$ cat src/rtl/elastic_rr_arbiter_if.sv
// Handshake bundle between the vector requesters, the round-robin arbiter and its downstream consumer.
interface elastic_rr_arbiter_if #(
    parameter int unsigned width_p = 8,
    parameter int unsigned depth_p = 8,
    parameter int unsigned ports_p = 4
);
    localparam int unsigned id_w = (ports_p > 1) ? $clog2(ports_p) : 1;

    logic [width_p-1:0] data_i [ports_p][depth_p];
    logic [ports_p-1:0] valid_i;
    logic [ports_p-1:0] last_i;
    logic [ports_p-1:0] ready_o;
    logic               valid_o;
    logic [width_p-1:0] data_o [depth_p];
    logic               last_o;
    logic [id_w-1:0]    id_o;
    logic               ready_i;

    // Requester/consumer side (drives payloads and downstream ready)
    modport master (
        output data_i, valid_i, last_i, ready_i,
        input  ready_o, valid_o, data_o, last_o, id_o
    );

    // Arbiter side
    modport slave (
        input  data_i, valid_i, last_i, ready_i,
        output ready_o, valid_o, data_o, last_o, id_o
    );
endinterface

$ cat src/rtl/elastic_rr_arbiter.sv
// Round-robin arbiter feeding one registered elastic output stage shared by several vector requesters.
// Define ELASTIC_RR_ARBITER_LOCK_EN to hold the grant on one requester until its last_i beat.
module elastic_rr_arbiter #(
    parameter int unsigned width_p = 8,
    parameter int unsigned depth_p = 8,
    parameter int unsigned ports_p = 4
) (
    input logic                clk_i,
    input logic                rst_i,
    elastic_rr_arbiter_if.slave bus
);
    localparam int unsigned id_w = (ports_p > 1) ? $clog2(ports_p) : 1;

    logic [id_w-1:0]    ptr_q;
    logic [id_w-1:0]    winner;
    logic [id_w-1:0]    cand;
    logic [id_w-1:0]    next_ptr;
    logic [ports_p-1:0] cand_mask;
    logic [ports_p-1:0] ready_c;
    logic               found;
    logic               accept;
    logic               xfer;

    logic               valid_q;
    logic               last_q;
    logic [id_w-1:0]    id_q;
    logic [width_p-1:0] data_q [depth_p];

`ifdef ELASTIC_RR_ARBITER_LOCK_EN
    logic               locked_q;
    logic [id_w-1:0]    lock_id_q;

    // While a burst is open only its owner may compete
    always_comb begin
        cand_mask = bus.valid_i;
        if (locked_q) begin
            cand_mask = bus.valid_i & (ports_p'(1) << lock_id_q);
        end
    end
`else
    assign cand_mask = bus.valid_i;
`endif

    assign accept = ~valid_q | bus.ready_i;

    // First valid candidate at or after ptr, wrapping modulo ports_p
    always_comb begin
        found  = 1'b0;
        winner = '0;
        cand   = '0;
        for (int unsigned k = 0; k < ports_p; k++) begin
            cand = id_w'((32'(ptr_q) + k) % ports_p);
            if (!found && cand_mask[cand]) begin
                found  = 1'b1;
                winner = cand;
            end
        end
    end

    assign next_ptr = (32'(winner) == ports_p - 1) ? '0 : winner + id_w'(1);
    assign xfer     = found & accept & ~rst_i;

    always_comb begin
        ready_c = '0;
        if (xfer) begin
            ready_c[winner] = 1'b1;
        end
    end

    // Output stage: load on transfer, empty on idle accept, hold on stall
    always_ff @(posedge clk_i or posedge rst_i) begin
        if (rst_i) begin
            valid_q <= 1'b0;
            last_q  <= 1'b0;
            id_q    <= '0;
            data_q  <= '{default: '0};
        end else if (accept) begin
            valid_q <= xfer;
            if (xfer) begin
                data_q <= bus.data_i[winner];
                last_q <= bus.last_i[winner];
                id_q   <= winner;
            end
        end
    end

`ifdef ELASTIC_RR_ARBITER_LOCK_EN
    always_ff @(posedge clk_i or posedge rst_i) begin
        if (rst_i) begin
            ptr_q     <= '0;
            locked_q  <= 1'b0;
            lock_id_q <= '0;
        end else if (xfer) begin
            // Pointer parks while a burst is open and moves past its owner on the closing beat
            if (!locked_q || bus.last_i[winner]) begin
                ptr_q <= next_ptr;
            end
            locked_q  <= ~bus.last_i[winner];
            lock_id_q <= winner;
        end
    end
`else
    always_ff @(posedge clk_i or posedge rst_i) begin
        if (rst_i) begin
            ptr_q <= '0;
        end else if (xfer) begin
            ptr_q <= next_ptr;
        end
    end
`endif

    assign bus.ready_o = ready_c;
    assign bus.valid_o = valid_q;
    assign bus.data_o  = data_q;
    assign bus.last_o  = last_q;
    assign bus.id_o    = id_q;
endmodule

$ cat src/flat_wrapper.sv
// flat-port wrapper written by rule: the top's interface ports become plain ports
module elastic_rr_arbiter_flat 
#(
    parameter int unsigned width_p = 8,
    parameter int unsigned depth_p = 8,
    parameter int unsigned ports_p = 4
)
  (clk_i, rst_i, bus_data_i, bus_valid_i, bus_last_i, bus_ready_i, bus_ready_o, bus_valid_o, bus_data_o, bus_last_o, bus_id_o);
  elastic_rr_arbiter_if #(.width_p(width_p), .depth_p(depth_p), .ports_p(ports_p)) bus_i ();
  input logic clk_i;
  input logic rst_i;
  input wire logic [$bits(bus_i.data_i)-1:0] bus_data_i;
  input wire logic [$bits(bus_i.valid_i)-1:0] bus_valid_i;
  input wire logic [$bits(bus_i.last_i)-1:0] bus_last_i;
  input wire logic [$bits(bus_i.ready_i)-1:0] bus_ready_i;
  output wire logic [$bits(bus_i.ready_o)-1:0] bus_ready_o;
  output wire logic [$bits(bus_i.valid_o)-1:0] bus_valid_o;
  output wire logic [$bits(bus_i.data_o)-1:0] bus_data_o;
  output wire logic [$bits(bus_i.last_o)-1:0] bus_last_o;
  output wire logic [$bits(bus_i.id_o)-1:0] bus_id_o;
  assign bus_i.data_i = {>>{bus_data_i}};
  assign bus_i.valid_i = bus_valid_i;
  assign bus_i.last_i = bus_last_i;
  assign bus_i.ready_i = bus_ready_i;
  assign bus_ready_o = bus_i.ready_o;
  assign bus_valid_o = bus_i.valid_o;
  assign bus_data_o = {>>{bus_i.data_o}};
  assign bus_last_o = bus_i.last_o;
  assign bus_id_o = bus_i.id_o;
  elastic_rr_arbiter #(.width_p(width_p), .depth_p(depth_p), .ports_p(ports_p)) u_core (.clk_i(clk_i), .rst_i(rst_i), .bus(bus_i));
endmodule
$ cat config.mk
export PLATFORM = sky130hd
export DESIGN_NAME = elastic_rr_arbiter_flat
export DESIGN_NICKNAME = d
export VERILOG_FILES = /design/src/rtl/elastic_rr_arbiter_if.sv /design/src/rtl/elastic_rr_arbiter.sv /design/src/flat_wrapper.sv
export SDC_FILE = /design/constraint.sdc
export NUM_CORES = 1
export LEC_CHECK = 0
export BUFFER_PORTS_ARGS = -buffer_cell sky130_fd_sc_hd__buf_2
export CORE_MARGIN = 3
export CORE_UTILIZATION = 29
export DETAILED_ROUTE_END_ITERATION = 10
export GPL_TIMING_DRIVEN = 0
export PLACE_DENSITY = 0.59
export SYNTH_ARGS = -nofsm -noshare
export SYNTH_HDL_FRONTEND = slang
export SYNTH_SLANG_ARGS = --single-unit
$ cat constraint.sdc
create_clock -name clk_i -period 3.5 [get_ports clk_i]
set_input_delay 0.35 -clock clk_i [delete_from_list [all_inputs] [get_ports clk_i]]
set_output_delay 0.35 -clock clk_i [all_outputs]
set_load 0.03 [all_outputs]
[Word level (Yosys, flattened, before mapping)]
Cells that the tools add are included.
Storage, ports and cells
  register bits: 70
  output and inout bits: 72
  logic and storage cells: 63
Cells by class
  magnitude comparators: 7
  reductions and logical operators: 8
  equal/unequal tests: 1
  add/subtract/negate cells: 4
  mux-type cells: 25
  bitwise gates (word level): 6
Operators by type and width (count)
  64-bit binary-select mux with 2-bit select: 1
  64-bit 2-to-1 mux: 2
  2-bit by 3-bit < comparator with 1-bit output (second input constant): 5
  1-bit binary-select mux with 2-bit select: 5
  1-bit 2-to-1 mux: 10
  2-bit 2-to-1 mux: 5
  2-bit by 1-bit adder with 2-bit output (second input constant): 2
  2-bit adder (second input constant): 2
  1-bit logical AND: 4
  4-bit 2-to-1 mux: 1
  3-bit greater-or-equal comparator (second input constant): 1
  1-bit logical NOT: 3
  2-bit inverter with 3-bit output: 1
  1-bit bitwise AND: 2
  1-bit demux with 2-bit select: 1
  2-bit == test (second input constant): 1
  2-bit by 1-bit greater-or-equal comparator with 1-bit output (second input constant): 1
  1-bit inverter: 2
  2-bit AND reduction: 1
  1-bit OR: 1

[Longest topological paths before layout]
Gate-level depths: netlist (run 1).
  depth in word-level cells: 17
  depth in mapped cells: 9

[Worst setup path after synthesis (run 1)]
OpenSTA, ideal clock, no wires.
  kind: reg2out
  start point: register u_core.ptr_q[1]
  end point: output port bus_ready_o[3]
  slack: 1.360 ns
  path buffers: 3
  arrival time: 1.790 ns
  stages on the path, launching flop included: 9
  cell sequence: dfrtp_1 > mux2i_1 > a221o_1 > clkbuf_1 > buf_6 > buf_6 > inv_2 > ha_1 > and2_1
Between the ends
  longest elaborated chain between the ends: 17
  elaborated cells between the ends (all ways): 33
  classes of those cells: add/sub (3); order compare (2); mux (19); bitwise (2); reduce/logical (7)
RTL lines
  start: declaration: line elastic_rr_arbiter.sv:14  | logic [id_w-1:0] ptr_q;
  start signal: assignment: line elastic_rr_arbiter.sv:107  | ptr_q <= next_ptr;
  branches (longest 16 deep; another with 2-bit by 3-bit < comparator with 1-bit output)
  4-bit 2-to-1 mux *: line elastic_rr_arbiter.sv:65  | if (xfer) begin
  end: declaration: line flat_wrapper.sv:16  | output wire logic [$bits(bus_i.ready_o)-1:0] bus_ready_o;
Mark *: on every way between the ends. The select of a mux whose other input is x is not followed.

[Worst setup path after layout (run 1)]
  start point: register u_core.ptr_q[1]
  end point: output port bus_ready_o[1]
The elaborated chain is that of the path after synthesis.

==> results of run 1 <==
[sequential cells by signal (all words and copies together), names as in the netlist]
name	cells
u_core.ptr_q	2
u_core.bus.data_o	64
u_core.bus.valid_o	1
u_core.bus.last_o	1
u_core.bus.id_o	2
[where the power goes]
group          leakage, nW  internal (W)  switching (W)
clock                0.152      0.000588       0.000368
sequential           0.869       0.00115       0.000199
combinational         2.71      0.000890        0.00156
[final timing paths]
path                            cells past startpoint                    end                from  slack, ps
worst max-delay path                                6         bus_ready_o[1]     u_core.ptr_q[1]        610
worst min-delay path                                3  u_core.bus.data_o[43]     bus_data_i[235]        310
worst min register to register                      2     u_core.bus.id_o[1]  u_core.bus.id_o[1]        480
worst max register to register                      6  u_core.bus.data_o[22]  u_core.bus.valid_o       1120
max in group asynchronous                           5   u_core.bus.data_o[0]               rst_i       2020
min in group asynchronous                           4  u_core.bus.data_o[24]               rst_i        900
[final cells by class]
| class | instances | area (µm²) | share of cell area, % |
|---|---|---|---|
| antenna | 1 | 2.502 | 0.03535 |
| sequential | 70 | 1752 | 24.74 |
| clock inverter | 4 | 45.04 | 0.6363 |
| multi-input combinational | 294 | 2511 | 35.47 |
| tap | 216 | 270.3 | 3.818 |
| clock buffer | 12 | 256.5 | 3.623 |
| inverter | 70 | 265.3 | 3.747 |
| buffer | 59 | 270.3 | 3.818 |
| timing repair buffer | 338 | 1707 | 24.11 |
[synth_stat cells]
master	count	share of area, %
inv_2	2	0.16
o31ai_1	1	0.16
buf_4	1	0.16
o21ai_0	2	0.21
nor4b_1	65	12
clkbuf_1	39	3.1
buf_2	12	1.3
and2_1	4	0.52
inv_1	68	5.3
o21ai_1	2	0.21
a21bo_1	1	0.21
o221ai_1	65	12
o211ai_1	1	0.16
mux2i_1	66	14
a31o_2	1	0.18
nand2_1	5	0.39
a22oi_1	65	10
buf_6	4	0.94
dfrtp_1	70	37
nand2b_1	1	0.13
nor3_2	1	0.21
a211oi_1	2	0.31
o211a_1	1	0.21
a21oi_1	1	0.10
o21bai_1	1	0.16
nor2b_1	1	0.13
nand3_1	1	0.10
nor3b_2	1	0.26
nor2_1	2	0.16
or3_1	1	0.13
nor4_2	1	0.26
a221o_1	1	0.21
ha_1	1	0.26
buf_1	3	0.23
[through the flow]
step	std cells	utilization (%)	instance area (µm²)
2_1_floorplan	493	-	4796
3_5_place_dp	1047	42.19	6775
4_1_cts	1063	44.07	7077
5_1_grt	1063	44.07	7077
6_report	1064	44.09	7079
3_3_place_gp	1046	42.05	6753
[per-layer routing]
| layer | global-route usage (%) | wire length [µm] |
|---|---|---|
| met5 | 0 | 0 |
| met4 | 7.466 | 417 |
| met3 | 5.030 | 1585 |
| met2 | 37.40 | 10130 |
| met1 | 26.68 | 8252 |
[cell families (layout without fill, tap and decap cells)]
family | after synthesis | count (layout) | synth area share (%)
compound gates | 144 | 144 | 24.16
buf+inv | 129 | 483 | 11.11
fa+ha+maj | 1 | 1 | 0.2609
simple gates | 83 | 83 | 14.17
mux | 66 | 66 | 13.78
other cells | 0 | 1 | 0
flops | 70 | 70 | 36.52
[worst register-to-register path: stages (launching register included)]
cell	delay, ps
dfrtp_1	350
nor2b_1	380
clkbuf_1	610
clkbuf_1	460
nor4b_1	120
a22oi_1	150
o221ai_1	150
==> qor.txt, run 1 <==
fin crit period: 2887 ps
clk root buf: clkbuf_16
sequential-to-total area share from yosys stat: 36.52%
Max Slew Vio Count: 0
Layout Nets: 1,110
CP delay by family, top: buffers and inverters
total setup buffers inserted after CTS: 0
# resized after CTS: 0
commonest non-fill, non-tap cells in the layout: 349 x buf_2, 70 x dfrtp_1, 67 x inv_1, 66 x mux2i_1
Yosys cell types: 34
Hold Path Class: in2reg
clk_lat worst skew: 340 ps
total power: 0.004755 W
Yosys reg bits: 70
gr usage total: 21.69%
synthesized area per cell: 9.728 µm²
Clock Sinks: 70
grt ovf: 0
via count: 5,495
cell area after synthesis: 4796 µm²
Worst Max-Slew Pin Slew: 725.9 ps
IO buf count: 337
CP peak stage delay: 530 ps
DRT Pass-1 Iters: 5
setup TNS: 0 ps
RSZ-0062 raised after global routing: no
Final ANT Viol Nets: 0
Fillers: 1,664
Setup WS pre-CTS: 799.6 ps
kind of critical path: reg2out
Max Clock Freq: 346.4 MHz
drt total wl: 20,390 µm
CP Cell Sequence: a21oi_1 > o211a_1 > clkbuf_1 > clkbuf_1 > and2_1 > buf_2
first-pass GRT wire length: 30,440 µm
Worst EP required: 3150 ps
Setup crit start kind: flop
Layout area overhead: 47.61%
initial antenna violation count: 0
period utilization: 82.47%
Ports: 339
Worst setup EP type: output port
syn nets: 761
cells after synthesis: 493
Clock Skews: 4.556 ps
# DRC: 0
gpl congestion: 0.7897
Bufs and invs on worst path: 3
initial core utilization: 29.87%
Row Count: 46
Static Leak: 3.732 nW
min setup slack post-route: 613.4 ps
Clock H-tree levels: 3
max_cap viols: 0
share of cells above drive strength 1: 44.51%
maximum fanout along the worst path: 10
CTS max path bufs: 2
slowest CP cell: clkbuf_1
most common cell after layout, fill and taps aside: buf_2
die height: 134.6 µm
largest net degree at the start of global routing: 41
final hold viol count: 0
CTS tree: built
vias in the first global route: 5,509
clk slew on worst S/H paths: 60 ps
initial DRC count: 264
endpoints failing setup: 0
# hold bufs at CTS: 0
die area: 18,120 µm²
Placeable Area: 16,060 µm²
Routed wire per std cell: 19.16 µm
pwr dens: 671.7 nW/µm²
final hold slack: 305.2 ps
run status: finished clean
Die W: 134.6 µm
most frequent CP cell: clkbuf_1
Rel. slew slack: 51.61%
HPWL Detailed: 15,810 µm
synth warn: 0
via-per-instance ratio: 5.164
number of buffers created by CTS: 9
Max VDD drop: 362.9 µV
Worst EP arrival: 2540 ps
No activity file was read; power rests on OpenSTA's default activity.
==> inputs of run 2 (changes only) <==
--- a/config.mk
+++ b/config.mk
@@ -5,12 +5,13 @@
 export SDC_FILE = /design/constraint.sdc
 export NUM_CORES = 1
 export LEC_CHECK = 0
+export ABC_AREA = 1
 export BUFFER_PORTS_ARGS = -buffer_cell sky130_fd_sc_hd__buf_2
 export CORE_MARGIN = 3
 export CORE_UTILIZATION = 29
 export DETAILED_ROUTE_END_ITERATION = 10
 export GPL_TIMING_DRIVEN = 0
-export PLACE_DENSITY = 0.59
+export PLACE_DENSITY = 0.56
 export SYNTH_ARGS = -nofsm -noshare
 export SYNTH_HDL_FRONTEND = slang
 export SYNTH_SLANG_ARGS = --single-unit
==> constraint.sdc (replaced) <==
create_clock -name clk_i -period 2.98 [get_ports clk_i]
set_input_delay 0.298 -clock clk_i [delete_from_list [all_inputs] [get_ports clk_i]]
set_output_delay 0.298 -clock clk_i [all_outputs]
set_load 0.03 [all_outputs]
==> run 2 against run 1 <==
Compared with the run above: combinational power grew to 3.1 times the previous value; sequential share of layout area fell by 2.9 points; first-iteration DRC count up 66%; sequential power up 26%; hold slack got worse by 180 ps; via count increased by 32%; total power increased by 120%; count of clock-buffer cells in the layout is the same; global-route usage up 0.63 points; synthesized cell count is 82% higher.
==> qor.txt, run 2 <==
# DRC: 0
Static Leak: 4.676 nW
Worst R2R Start: u_core.ptr_q[0]
max_cap viols: 0
final hold viol count: 0
asr flop ratio synth: 100.0%
fin crit period: 2790 ps
gr usage total: 22.31%
Setup crit start kind: flop
area leader, netlist: dfrtp_1
Final ANT Viol Nets: 0
Fillers: 2,119
Rel. slew slack: 62.51%
Row Count: 50
first-pass GRT wire length: 37,890 µm
RSZ-0062 raised after global routing: no
Worst setup EP type: output port
Layout Nets: 1,517
# hold bufs at CTS: 0
IO buf count: 338
Yosys reg bits: 70
grt ovf: 0
clk_lat worst skew: 340 ps
cell area after synthesis: 5668 µm²
synth top area cells: dfrtp_1 31%, nand3_1 23%, nand2_1 19%, nand3b_1 8.7%, inv_1 5.8%
Clock Skews: 5.920 ps
Yosys cell types: 23
Crit. path cell count: 15
top_reg_cell synth: dfrtp_1
die area: 21,260 µm²
maximum fanout along the worst path: 19
HPWL Detailed: 19,220 µm
Die W: 145.8 µm
commonest non-fill, non-tap cells in the layout: 377 x buf_2, 282 x nand2_1, 256 x nand3_1, 87 x inv_1, 69 x dfrtp_1
Clock Sinks: 70
top-area cell type share of the netlist area: 30.91%
most common cell after layout, fill and taps aside: buf_2
via count: 7,255
total power: 0.01032 W
pwr dens: 1283 nW/µm²
CP peak stage delay: 440 ps
vias in the first global route: 6,957
slowest CP cell: dfrtp_2
CP Cell Sequence: buf_4 > nand2_1 > nand2_1 > nand2_1 > nand2_1 > nor2_4 > nand3_2 > nand2_4 > nand2_8 > buf_12 > inv_1 > ha_1 > inv_1 > nor2_1 > buf_4
CTS max path bufs: 2
clk slew on worst S/H paths: 60 ps
gpl congestion: 0.9004
syn nets: 1,166
Worst R2R Setup Slack: 660 ps
CP delay by family, top: simple AND/OR/NAND/NOR gates
DRT Pass-1 Iters: 5
initial DRC count: 439
CTS tree: built
R2R Path End: u_core.bus.data_o[46]
via-per-instance ratio: 4.795
setup TNS: 0 ps
largest net degree at the start of global routing: 59
Max VDD drop: 435.6 µV
Setup WS pre-CTS: 282.6 ps
R2R depth: 12
clk root buf: clkbuf_16
drt total wl: 24,590 µm
Bufs and invs on worst path: 5
Worst EP arrival: 2490 ps
Reg area: 1753 µm²
ANT cells: 0
Max Clock Freq: 358.4 MHz
Worst EP required: 2680 ps
die height: 145.8 µm
share of cells above drive strength 1: 34.40%
cells after synthesis: 898
endpoints failing setup: 0
area of the multi-input gates: 3182 µm²
synthesized area per cell: 6.312 µm²
Max Slew Vio Count: 0
min setup slack post-route: 189.7 ps
number of buffers created by CTS: 9
most common cell in the synthesized netlist: nand2_1
period utilization: 93.63%
sequential-to-total area share from yosys stat: 30.91%
synth warn: 0
Post-synth EDFFs: 0
initial antenna violation count: 0
Placeable Area: 18,960 µm²
Post-synth top cells: 282 x nand2_1, 257 x nand3_1, 87 x inv_1
Largest register FFs: 64
initial core utilization: 29.90%
Clock H-tree levels: 3
most frequent CP cell: nand2_1
kind of critical path: reg2out
Worst Max-Slew Pin Slew: 562.4 ps
Routed wire per std cell: 16.25 µm
Layout area overhead: 41.88%
Hold Path Class: in2async
Ports: 339
run status: finished clean
==> run 2: changes by cell type after synthesis, sizes merged, moves of 40 or more <==
cell and change:
nand2 +283, mux2i -66, nand3 +257, buf +40, nand3b +67, nor4b -65
o221ai -65, a22oi -65
==> run 2: report_power, final <==
part | total, W | internal (W) | leakage (nW) | switching, W
clock network | 0.00102 | 0.000603 | 0.131 | 0.000421
registers | 0.00170 | 0.00144 | 0.868 | 0.000259
logic | 0.00760 | 0.00237 | 3.68 | 0.00523
==> run 2: logic make-up (layout without fill, tap and decap cells) <==
| kind of cell | after synthesis | after routing | synth area share (%) |
|---|---|---|---|
| and+or+nand+nor | 659 | 659 | 55.06 |
| buffers and inverters | 163 | 518 | 13.38 |
| DFF | 70 | 70 | 30.91 |
| adders and majority gates | 1 | 1 | 0.2207 |
| AOI/OAI and AO/OA | 5 | 5 | 0.4413 |
==> run 2: routing by layer <==
metal,routed length (µm),vias up,track usage (%)
met1,10400,3294,28.73
li1,-,3610,-
met5,0,-,0
met2,12010,325,38.47
met3,1750,26,3.831
met4,427,0,6.363
==> run 2: cell type report <==
class / instances / share of cell area (%)
flip-flops and latches: 70 / 21.80
multi-input cells: 665 / 39.57
clock inverters: 3 / 0.2489
well taps: 260 / 4.045
clock buffers: 12 / 3.190
plain buffers: 72 / 5.352
inverters: 90 / 4.201
repair buffers: 340 / 21.50
repair inverters: 1 / 0.09336
==> run 2: worst min-delay path: cells and delay by family <==
family | cells | cell delay [ps]
buffers and inverters | 3 | 560
==> run 2: worst max path at each step <==
stage | start | end | slack [ps]
4_1_cts | u_core.ptr_q[0] | bus_ready_o[3] | 70
3_3_place_gp | rst_i | u_core.bus.data_o[35] | 260
2_1_floorplan | u_core.ptr_q[0] | bus_ready_o[1] | 510
3_5_place_dp | u_core.ptr_q[0] | bus_ready_o[3] | 280
6_report | u_core.ptr_q[0] | bus_ready_o[3] | 190
5_1_grt | u_core.ptr_q[0] | bus_ready_o[3] | 20
==> run 2: per-stage QoR <==
stage | std cells | cell area (µm²) | hold WS [ps] | utilization (%)
after detailed placement | 1497 | 7716 | 476.3 | 40.71
after global placement | 1496 | 7686 | 477.3 | 40.55
final | 1513 | 8041 | 126.4 | 42.42
after floorplan | 898 | 5669 | 458.8 | -
after CTS | 1513 | 8005 | 123.0 | 42.23
after global routing | 1513 | 8041 | 161.7 | 42.42
==> run 2: repair_timing <==
action / CTS / global route
buffers inserted: 1 / 0
cloned: 1 / 0
pin swaps: 0 / 1
gates resized for setup: 2 / 9
endpoints found under the setup margin: 1 / 3
==> inputs of run 3 (changes only) <==
--- a/config.mk
+++ b/config.mk
@@ -5,13 +5,12 @@
 export SDC_FILE = /design/constraint.sdc
 export NUM_CORES = 1
 export LEC_CHECK = 0
-export ABC_AREA = 1
 export BUFFER_PORTS_ARGS = -buffer_cell sky130_fd_sc_hd__buf_2
 export CORE_MARGIN = 3
 export CORE_UTILIZATION = 29
 export DETAILED_ROUTE_END_ITERATION = 10
 export GPL_TIMING_DRIVEN = 0
-export PLACE_DENSITY = 0.56
+export PLACE_DENSITY = 0.59
 export SYNTH_ARGS = -nofsm -noshare
 export SYNTH_HDL_FRONTEND = slang
 export SYNTH_SLANG_ARGS = --single-unit
==> run 3 against run 2 <==
Compared with the run above: worst setup slack worse by 13 ps; flip-flop and latch count unchanged; clock skew fell by 0.93 ps; final cell count down 30%; critical path depth fell by 6; critical endpoint unchanged; clock power is 9.8% higher; count of clock-buffer cells in the layout unchanged; critical path type unchanged; first-iteration DRC count down 38%; largest power group unchanged; non-clock buffer count shrank 16.
==> qor.txt, run 3 (synthesis gave the netlist of run 1 again) <==
Max Slew Vio Count: 0
Worst setup EP type: output port
via count: 5,456
Layout Nets: 1,109
Bufs and invs on worst path: 5
Worst R2R Setup Slack: 610 ps
Crit. path cell count: 9
sequential share of power: 28.4%
CTS tree: built
max_cap viols: 0
slowest CP cell: dfrtp_1
Static Leak: 3.730 nW
Ports: 339
share of cells above drive strength 1: 44.56%
fin crit period: 2804 ps
Row Count: 46
Worst EP required: 2680 ps
Post-Layout Cell Count: 1,063
hold path startpoint: bus_data_i[235]
combinational power share: 51.6%
Clock Power Share: 20.1%
Largest register FFs: 64
Clock Skews: 4.990 ps
Max VDD drop: 425.0 µV
Worst EP arrival: 2510 ps
CTS max path bufs: 2
maximum fanout along the worst path: 10
CP delay by family, top: buffers and inverters
period utilization: 94.09%
commonest non-fill, non-tap cells in the layout: 349 x buf_2, 70 x dfrtp_1, 67 x inv_1, 66 x mux2i_1
IO buf count: 337
number of buffers created by CTS: 9
grt ovf: 0
clk_lat worst skew: 340 ps
initial DRC count: 270
Max Clock Freq: 356.7 MHz
die area: 18,120 µm²
# hold bufs at CTS: 0
Worst Max-Slew Pin Slew: 733.3 ps
first-pass GRT wire length: 30,440 µm
Layout area overhead: 47.53%
M3 GR Usage: 5.030%
GR Layer Usage met1: 26.68%
pwr dens: 788.1 nW/µm²
GR peak layer: met2
R2R depth: 6
Routed wire per std cell: 19.18 µm
clk slew on worst S/H paths: 60 ps
Final ANT Viol Nets: 0
DRT Pass-1 Iters: 4
Placeable Area: 16,060 µm²
most common cell after layout, fill and taps aside: buf_2
CP Cell Sequence: nor3b_2 > a221o_1 > clkbuf_1 > buf_6 > buf_6 > inv_2 > ha_1 > and2_1 > buf_2
gpl congestion: 0.7897
largest net degree at the start of global routing: 41
placed cells: 1,047
initial antenna violation count: 0
total power: 0.005576 W
Int Pwr: 0.003081 W
R2R Path End: u_core.bus.data_o[63]
die height: 134.6 µm
Hold Crit Depth: 3
M2 GR Usage: 37.40%
Clock H-tree levels: 3
Clock Sinks: 70
Die W: 134.6 µm
RSZ-0062 raised after global routing: no
Rel. slew slack: 51.11%
endpoints failing setup: 0
Worst R2R Start: u_core.bus.valid_o
vias in the first global route: 5,509
Hold Path Class: in2reg
NetSw: 0.002495 W
final hold viol count: 0
kind of critical path: reg2out
switch share: 44.74%
run status: finished clean
most frequent CP cell: buf_6
# DRC: 0
initial core utilization: 29.87%
Setup crit start kind: flop
CP peak stage delay: 460 ps
HPWL Detailed: 15,810 µm
clk root buf: clkbuf_16
hold path endpoint: u_core.bus.data_o[43]
gr usage total: 21.69%
drt total wl: 20,390 µm
via-per-instance ratio: 5.133
## run 3: cell count changes in the layout (fill, tap and decap cells not counted), sizes merged, moves of 4 or more
cell    delta
nor2      -31
nand3    -257
nand4     -12
mux2i     +66
inv       -20
a22oi     +65
and2       +4
nand2    -283
nand3b    -67
nor4b     +65
buf       -41
o221ai    +65
clkbuf    +25
## run 3: per-layer routing
layer / up-vias / wire [µm]
met5: - / 0
met4: 0 / 418
met3: 24 / 1533
met2: 253 / 10200
met1: 2556 / 8234
li1: 2623 / -
## run 3: through the flow
step	setup slack, ps	cell area, µm²	utilization [%]	hold WS, ps	setup TNS, ps
floorplan	341.4	4796	-	494.2	0
global placement	-1129	6753	42.05	461.9	-78680
detailed placement	383.6	6775	42.19	467.9	0
CTS	124.4	7077	44.07	238.9	0
global route	5.039	7073	44.05	250.5	0
finish	176.2	7076	44.06	252.4	0
## run 3: tightest hold or removal path: cells and delay by family
| kind | cells | cell delay [ps] |
|---|---|---|
| AO/OA/AOI/OAI | 1 | 110 |
| buffers and inverters | 2 | 140 |
## run 3: final cells by class
class | instances | area (µm²)
diodes | 1 | 2.502
well taps | 216 | 270.3
flip-flops and latches | 70 | 1752
clock inverters | 4 | 45.04
repair buffers | 338 | 1707
plain buffers | 58 | 266.5
inverters | 70 | 265.3
clock buffers | 12 | 256.5
multi-input cells | 294 | 2511
fillers | 1666 | 8982
## run 3: timing repair
action                     4_1_cts  5_1_grt
resized for setup                0        0
setup endpoints to repair        0        1
buffers inserted                 0        0
## run 3: worst max path at each step
stage / from / end
2_1_floorplan: rst_i / u_core.bus.data_o[0]
3_3_place_gp: rst_i / u_core.bus.data_o[0]
4_1_cts: u_core.ptr_q[0] / bus_ready_o[3]
6_report: u_core.ptr_q[0] / bus_ready_o[3]
5_1_grt: u_core.ptr_q[0] / bus_ready_o[3]
3_5_place_dp: bus_valid_i[2] / bus_ready_o[0]
## run 3: power groups by stage
stage | combinational (W) | sequential, W | clock [W]
3_3_place_gp | 0.00290 | 0.00158 | 0
5_1_grt | 0.00308 | 0.00163 | 0.00119
3_5_place_dp | 0.00291 | 0.00159 | 0
2_1_floorplan | 0.00115 | 0.00235 | 0
6_report | 0.00288 | 0.00158 | 0.00112
4_1_cts | 0.00292 | 0.00158 | 0.00114
